### src/rtl/oflow_calc_iou_if.sv
// Box-pair request and IoU result bundle for oflow_calc_iou.
interface oflow_calc_iou_if #(
   parameter int BBOX_POSITION_FRAME = 44,
   parameter int WIDTH_LEN           = 11,
   parameter int HEIGHT_LEN          = 11,
   parameter int IOU_LEN             = 12
);
   logic                           start;
   logic [BBOX_POSITION_FRAME-1:0] bbox_position_frame_k;
   logic [BBOX_POSITION_FRAME-1:0] bbox_position_frame_history;
   logic [WIDTH_LEN-1:0]           bbox_w_frame_k;
   logic [HEIGHT_LEN-1:0]          bbox_h_frame_k;
   logic [WIDTH_LEN-1:0]           bbox_w_frame_history;
   logic [HEIGHT_LEN-1:0]          bbox_h_frame_history;
   logic                           valid_iou;
   logic [IOU_LEN-1:0]             iou;

   modport master (
      output start, bbox_position_frame_k, bbox_position_frame_history,
             bbox_w_frame_k, bbox_h_frame_k, bbox_w_frame_history, bbox_h_frame_history,
      input  valid_iou, iou
   );

   modport slave (
      input  start, bbox_position_frame_k, bbox_position_frame_history,
             bbox_w_frame_k, bbox_h_frame_k, bbox_w_frame_history, bbox_h_frame_history,
      output valid_iou, iou
   );
endinterface

### src/rtl/oflow_calc_iou.sv
// oflow_calc_iou: IoU of two axis-aligned boxes as unsigned Q1.11.
// Sequence: capture -> intersection sides -> areas/union -> 12-step restoring divide -> publish.
module oflow_calc_iou #(
   parameter int POSITION_INTERSECTION = 11,
   parameter int BBOX_POSITION_FRAME   = 44,
   parameter int WIDTH_LEN             = 11,
   parameter int HEIGHT_LEN            = 11,
   parameter int IOU_LEN               = 12
) (
   input logic             clk,
   input logic             reset_N,
   oflow_calc_iou_if.slave bus
);
   localparam int P       = POSITION_INTERSECTION;
   localparam int INTER_W = 2 * P;
   localparam int AREA_W  = WIDTH_LEN + HEIGHT_LEN;
   localparam int UNION_W = ((AREA_W > INTER_W) ? AREA_W : INTER_W) + 1;
   localparam int REM_W   = UNION_W + 1;
   localparam int CNT_W   = $clog2(IOU_LEN);
   localparam logic [CNT_W-1:0]   LAST_STEP = CNT_W'(IOU_LEN - 1);
   localparam logic [IOU_LEN-1:0] IOU_ONE   = {1'b1, {(IOU_LEN-1){1'b0}}};

   typedef enum logic [2:0] {S_IDLE, S_INTER, S_UNION, S_DIV, S_DONE} state_e;

   state_e                         state_q, state_d;
   logic                           start_dly_q, start_dly_d;
   logic                           valid_q, valid_d;
   logic [IOU_LEN-1:0]             iou_q, iou_d;
   logic [BBOX_POSITION_FRAME-1:0] box_k_q, box_k_d, box_h_q, box_h_d;
   logic [WIDTH_LEN-1:0]           w_k_q, w_k_d, w_h_q, w_h_d;
   logic [HEIGHT_LEN-1:0]          h_k_q, h_k_d, h_h_q, h_h_d;
   logic [P-1:0]                   iw_q, iw_d, ih_q, ih_d;
   logic [INTER_W-1:0]             inter_q, inter_d;
   logic [UNION_W-1:0]             union_q, union_d;
   logic [REM_W-1:0]               rem_q, rem_d;
   logic [IOU_LEN-1:0]             quo_q, quo_d;
   logic [CNT_W-1:0]               cnt_q, cnt_d;

   logic [INTER_W-1:0] inter_prod;
   logic [AREA_W-1:0]  area_k, area_h;
   logic [UNION_W-1:0] union_sum;
   logic               div_take;
   logic [REM_W-1:0]   div_rem;

   // Overlap length of two 1-D spans; non-positive overlap clamps to zero.
   function automatic logic [P-1:0] overlap_len(input logic [P-1:0] lo_a, input logic [P-1:0] lo_b,
                                                input logic [P-1:0] hi_a, input logic [P-1:0] hi_b);
      logic [P-1:0] lo, hi;
      lo = (lo_a > lo_b) ? lo_a : lo_b;
      hi = (hi_a < hi_b) ? hi_a : hi_b;
      return (hi > lo) ? (hi - lo) : '0;
   endfunction

   // Empty overlap or empty union reads as 0; inconsistent boxes (inter > union) saturate at 1.0.
   function automatic logic [IOU_LEN-1:0] finalize_iou(input logic [INTER_W-1:0] inter,
                                                       input logic [UNION_W-1:0] uni,
                                                       input logic [IOU_LEN-1:0] q);
      if (uni == '0 || inter == '0)      return '0;
      else if (UNION_W'(inter) > uni)    return IOU_ONE;
      else                               return q;
   endfunction

   assign inter_prod = INTER_W'(iw_q) * INTER_W'(ih_q);
   assign area_k     = AREA_W'(w_k_q) * AREA_W'(h_k_q);
   assign area_h     = AREA_W'(w_h_q) * AREA_W'(h_h_q);
   assign union_sum  = UNION_W'(area_k) + UNION_W'(area_h) - UNION_W'(inter_prod);
   assign div_take   = (rem_q >= REM_W'(union_q));
   assign div_rem    = div_take ? (rem_q - REM_W'(union_q)) : rem_q;

   // Next-state and datapath updates for the capture/inter/union/divide/publish sequence.
   always_comb begin
      state_d     = state_q;
      start_dly_d = bus.start;
      valid_d     = 1'b0;
      iou_d       = iou_q;
      box_k_d     = box_k_q;
      box_h_d     = box_h_q;
      w_k_d       = w_k_q;
      h_k_d       = h_k_q;
      w_h_d       = w_h_q;
      h_h_d       = h_h_q;
      iw_d        = iw_q;
      ih_d        = ih_q;
      inter_d     = inter_q;
      union_d     = union_q;
      rem_d       = rem_q;
      quo_d       = quo_q;
      cnt_d       = cnt_q;
      case (state_q)
         S_IDLE: begin
            if (bus.start && !start_dly_q) begin
               box_k_d = bus.bbox_position_frame_k;
               box_h_d = bus.bbox_position_frame_history;
               w_k_d   = bus.bbox_w_frame_k;
               h_k_d   = bus.bbox_h_frame_k;
               w_h_d   = bus.bbox_w_frame_history;
               h_h_d   = bus.bbox_h_frame_history;
               state_d = S_INTER;
            end
         end
         S_INTER: begin
            // Packing is {X_TL, Y_TL, X_BR, Y_BR}, MSB first.
            iw_d    = overlap_len(box_k_q[4*P-1:3*P], box_h_q[4*P-1:3*P],
                                  box_k_q[2*P-1:P],   box_h_q[2*P-1:P]);
            ih_d    = overlap_len(box_k_q[3*P-1:2*P], box_h_q[3*P-1:2*P],
                                  box_k_q[P-1:0],     box_h_q[P-1:0]);
            state_d = S_UNION;
         end
         S_UNION: begin
            inter_d = inter_prod;
            union_d = union_sum;
            rem_d   = REM_W'(inter_prod);
            quo_d   = '0;
            cnt_d   = '0;
            state_d = S_DIV;
         end
         S_DIV: begin
            // Remainder starts at inter, so the first step yields the integer (2^11) bit.
            quo_d = {quo_q[IOU_LEN-2:0], div_take};
            rem_d = {div_rem[REM_W-2:0], 1'b0};
            cnt_d = cnt_q + CNT_W'(1);
            if (cnt_q == LAST_STEP) state_d = S_DONE;
         end
         S_DONE: begin
            iou_d   = finalize_iou(inter_q, union_q, quo_q);
            valid_d = 1'b1;
            state_d = S_IDLE;
         end
         default: state_d = S_IDLE;
      endcase
   end

   // Control and visible outputs: reset returns to IDLE and discards any calculation.
   always_ff @(posedge clk) begin
      if (reset_N) begin
         state_q     <= S_IDLE;
         start_dly_q <= 1'b0;
         valid_q     <= 1'b0;
         iou_q       <= '0;
      end else begin
         state_q     <= state_d;
         start_dly_q <= start_dly_d;
         valid_q     <= valid_d;
         iou_q       <= iou_d;
      end
   end

   // Datapath registers; their contents only matter once the FSM has moved past IDLE.
   always_ff @(posedge clk) begin
      box_k_q <= box_k_d;
      box_h_q <= box_h_d;
      w_k_q   <= w_k_d;
      h_k_q   <= h_k_d;
      w_h_q   <= w_h_d;
      h_h_q   <= h_h_d;
      iw_q    <= iw_d;
      ih_q    <= ih_d;
      inter_q <= inter_d;
      union_q <= union_d;
      rem_q   <= rem_d;
      quo_q   <= quo_d;
      cnt_q   <= cnt_d;
   end

   assign bus.valid_iou = valid_q;
   assign bus.iou       = iou_q;
endmodule

### src/flat_wrapper.sv
// flat-port wrapper written by rule: the top's interface ports become plain ports
module oflow_calc_iou_flat 
#(
   parameter int POSITION_INTERSECTION = 11,
   parameter int BBOX_POSITION_FRAME   = 44,
   parameter int WIDTH_LEN             = 11,
   parameter int HEIGHT_LEN            = 11,
   parameter int IOU_LEN               = 12
)
  (clk, reset_N, bus_start, bus_bbox_position_frame_k, bus_bbox_position_frame_history, bus_bbox_w_frame_k, bus_bbox_h_frame_k, bus_bbox_w_frame_history, bus_bbox_h_frame_history, bus_valid_iou, bus_iou);
  oflow_calc_iou_if #(.BBOX_POSITION_FRAME(BBOX_POSITION_FRAME), .WIDTH_LEN(WIDTH_LEN), .HEIGHT_LEN(HEIGHT_LEN), .IOU_LEN(IOU_LEN)) bus_i ();
  input logic clk;
  input logic reset_N;
  input wire logic [$bits(bus_i.start)-1:0] bus_start;
  input wire logic [$bits(bus_i.bbox_position_frame_k)-1:0] bus_bbox_position_frame_k;
  input wire logic [$bits(bus_i.bbox_position_frame_history)-1:0] bus_bbox_position_frame_history;
  input wire logic [$bits(bus_i.bbox_w_frame_k)-1:0] bus_bbox_w_frame_k;
  input wire logic [$bits(bus_i.bbox_h_frame_k)-1:0] bus_bbox_h_frame_k;
  input wire logic [$bits(bus_i.bbox_w_frame_history)-1:0] bus_bbox_w_frame_history;
  input wire logic [$bits(bus_i.bbox_h_frame_history)-1:0] bus_bbox_h_frame_history;
  output wire logic [$bits(bus_i.valid_iou)-1:0] bus_valid_iou;
  output wire logic [$bits(bus_i.iou)-1:0] bus_iou;
  assign bus_i.start = bus_start;
  assign bus_i.bbox_position_frame_k = bus_bbox_position_frame_k;
  assign bus_i.bbox_position_frame_history = bus_bbox_position_frame_history;
  assign bus_i.bbox_w_frame_k = bus_bbox_w_frame_k;
  assign bus_i.bbox_h_frame_k = bus_bbox_h_frame_k;
  assign bus_i.bbox_w_frame_history = bus_bbox_w_frame_history;
  assign bus_i.bbox_h_frame_history = bus_bbox_h_frame_history;
  assign bus_valid_iou = bus_i.valid_iou;
  assign bus_iou = bus_i.iou;
  oflow_calc_iou #(.POSITION_INTERSECTION(POSITION_INTERSECTION), .BBOX_POSITION_FRAME(BBOX_POSITION_FRAME), .WIDTH_LEN(WIDTH_LEN), .HEIGHT_LEN(HEIGHT_LEN), .IOU_LEN(IOU_LEN)) u_core (.clk(clk), .reset_N(reset_N), .bus(bus_i));
endmodule
### config.mk
export PLATFORM = sky130hd
export DESIGN_NAME = oflow_calc_iou_flat
export DESIGN_NICKNAME = d
export VERILOG_FILES = /design/src/rtl/oflow_calc_iou_if.sv /design/src/rtl/oflow_calc_iou.sv /design/src/flat_wrapper.sv
export SDC_FILE = /design/constraint.sdc
export NUM_CORES = 1
export LEC_CHECK = 0
export ABC_AREA = 0
export CORE_MARGIN = 8
export CORE_UTILIZATION = 35
export CTS_BUF_LIST = sky130_fd_sc_hd__clkbuf_8
export DETAILED_ROUTE_END_ITERATION = 8
export GPL_TIMING_DRIVEN = 0
export PLACE_DENSITY = 0.56
export SYNTH_ARGS = -nofsm -noshare
export SYNTH_HDL_FRONTEND = slang
export SYNTH_SLANG_ARGS = --single-unit
### constraint.sdc
create_clock -name clk -period 10 [get_ports clk]
set_input_delay 1.5 -clock clk [delete_from_list [all_inputs] [get_ports clk]]
set_output_delay 1.5 -clock clk [all_outputs]
set_load 0.01 [all_outputs]
==> metrics <==
Global Route Usage Sum 14.9%; gpl congestion 0.886; Routed WL 60500 µm; Core Box Area 0.0725 mm²; Post-Syn Area per Cell 10.4 µm²; Worst path slowest cell fa_1; hold wc startpoint u_core.bus.iou[8]; syn nets 3163; Post-route DRC 0; CP Data Arrival Time 10.60 ns; fin crit share 102%; largest cells by area after synthesis edfxtp_1 (28%), fa_1 (24%), ha_1 (14%); first-pass GRT wire length 98400 µm; Die X 286 µm; Area Growth Syn to Fin 19.6%; critical path launch point u_core.ih_q[3]; CP Capture Type flop; post-synthesis sequential element count 256; Cell Count, Final, Fillers Out 3712; post-synthesis instance total 2451; Vias/cell 4.76; relative slew slack 43.8%; TritonRoute pass-1 iters 5; Fmax 98.0 MHz; # fillers 6881; Final Hold Fails 0; antenna-violating nets left 0; startpoint class of the critical path flop; Unique masters post-synth 64; status complete, but fails checks; Final setup viols 4; Post-Syn Area 0.0254 mm²; EDFF count, synth 239; initial core utilization 35.1%; post-synth top area share 28.2%; Clock Tree Buf Depth 3; Max stage delay on crit path 0.53 ns; initial antenna violation count 3; I/O Pins 148; clock sink count 256; vias in the first global route 19170; r2r startpoint u_core.ih_q[3]; failing checks setup timing; Clock Root Buffer clkbuf_8; Worst-path clk slew 0.07 ns; kind of critical path reg -> reg; CTS HTree Levels 2; vias 17659; Avg WL per Cell 16.3 µm; TritonCTS buffer count 51; row cnt 99; Hold Crit Depth 1; sequential-to-total area share from yosys stat 29.5%; DP Cell Count 3563; Crit Path Max Fanout 6; ys async rst share 0%; initial drt markers 763; Hold WS 0.483 ns; RSZ-0062 raised after global routing true; CTS tree done; Min-Delay Path Class reg -> reg; layout cells sized above 1 10.1%; die area 0.0816 mm²; Worst path most repeated cell fa_1; Setup Skew 0.0496 ns; largest net degree at the start of global routing 61; Register-to-Register Path Depth 36; worst skew pair latency 0.66 ns; max_cap viols 0; worst slew pin tran 0.837 ns; gr ovfl total 0; DIE HEIGHT 286 µm; fin. max-slew vios 0; post-detail-place hpwl 49300 µm; Final WS setup -0.208 ns; PortBufs 147; Worst EP required 10.39 ns; Final min period 10.21 ns; Final nets 3421; YS warnings 0; Synth Flop Type edfxtp_1; cell taking the most area after synthesis edfxtp_1; setup TNS -0.511 ns
==> stage by stage <==
stage,cell area [µm²],utilization [%],setup slack [ns]
6_report,30400,42.0,-0.208
5_1_grt,30400,42.0,-0.523
4_1_cts,30100,41.6,-0.299
3_5_place_dp,28300,39.0,-1.40
3_3_place_gp,28100,38.8,-1.28
2_1_floorplan,25400,-,0.00701
==> worst max-delay path, delay by kind of cell, from the launching register on <==
kind            cells  cell delay, ns
xor+xnor            2            0.35
compound gates     11            1.88
buf+inv             7            0.60
simple gates        2            0.58
fa+ha+maj          14            6.13
flops               1            0.42
==> cells in the final DEF, fill, tap and decap left out, drive strengths merged, types with 6 or more instances in the layout <==
cell type	count
nor3	28
a22o	13
nand4	14
inv	499
dfxtp	17
ha	275
nand2b	9
xnor2	53
o21bai	11
and2	166
nor2b	18
a211oi	7
o21ai	50
bufinv	6
edfxtp	239
o21a	13
buf	67
nor4	19
clkbuf	131
fa	302
nor2	73
a21oi	76
and3	18
a21boi	8
a21o	35
nand3	21
clkinv	27
mux2i	50
clkdlybuf4s50	147
xor2	18
nand2	256
mux2	27
o41ai	8
==> cells in the mapped netlist, types with 31 or more instances <==
cell type	n
inv_1	491
fa_1	302
ha_1	275
nand2_1	256
edfxtp_1	239
and2_1	166
clkbuf_1	83
a21oi_1	75
nor2_1	73
xnor2_1	53
mux2i_1	50
a21o_1	35
o21ai_0	31
==> path summary, 6_finish.rpt <==
kind	to	slack, ns
hold reg to reg	u_core.bus.iou[8]	0.48
hold / removal	u_core.bus.iou[8]	0.48
setup / recovery	u_core.union_q[22]	-0.21
setup reg to reg	u_core.union_q[22]	-0.21
==> per-layer routing <==
metal / part of all wire [%] / vias to the layer above / global-route usage, %
li1: - / 8456 / -
met5: 0.048 / - / 0
met4: 3.0 / 4 / 4.89
met3: 5.6 / 103 / 3.18
met2: 49 / 417 / 25.6
met1: 43 / 8679 / 18.6
==> cell families (layout without fill, tap and decap cells) <==
group                      count (synthesis)  count (layout)  share of synthesized area (%)
and+or+nand+nor                          639             639                           12.3
adders and majority gates                577             577                           37.3
buffers and inverters                    577             878                           8.57
DFF                                      256             256                           29.5
AOI/OAI and AO/OA                        254             254                           6.66
muxes                                     77              77                           3.16
xor gates and xnor gates                  71              71                           2.44
other                                      0               1                              0
==> sequential cells by signal, indices dropped and copies added, names as in the netlist <==
| name | cells |
|---|---|
| u_core.box_h_q | 44 |
| u_core.cnt_q | 4 |
| u_core.start_dly_q | 1 |
| u_core.h_k_q | 11 |
| u_core.iw_q | 11 |
| u_core.inter_q | 22 |
| u_core.w_h_q | 11 |
| u_core.h_h_q | 11 |
| u_core.box_k_q | 44 |
| u_core.bus.iou | 12 |
| u_core.bus.valid_iou | 1 |
| u_core.rem_q | 24 |
| u_core.ih_q | 11 |
| u_core.union_q | 23 |
| u_core.state_q | 3 |
| u_core.w_k_q | 11 |
| u_core.quo_q | 12 |
==> timing repair <==
item / CTS / global route
buffers inserted: 46 / 10
setup endpoints to repair: 10 / 10
hold buffers: 0 / 0
resized for setup: 99 / 54
pin swaps: 45 / 47
cloned: 0 / 0
==> cell type report <==
class | instances | area, µm² | area share, %
inverters | 491 | 1840 | 6.06
multi-input cells | 1618 | 16300 | 53.4
clock buffers | 54 | 743 | 2.44
repair buffers | 209 | 2040 | 6.69
diodes | 1 | 2.50 | 0.00822
well taps | 959 | 1200 | 3.94
clock inverters | 42 | 363 | 1.19
flip-flops and latches | 256 | 7520 | 24.7
plain buffers | 82 | 473 | 1.55
Power is left out: the tool's default activity adds up to more than one toggle a clock period on the data nets, which glitch-free logic cannot reach.
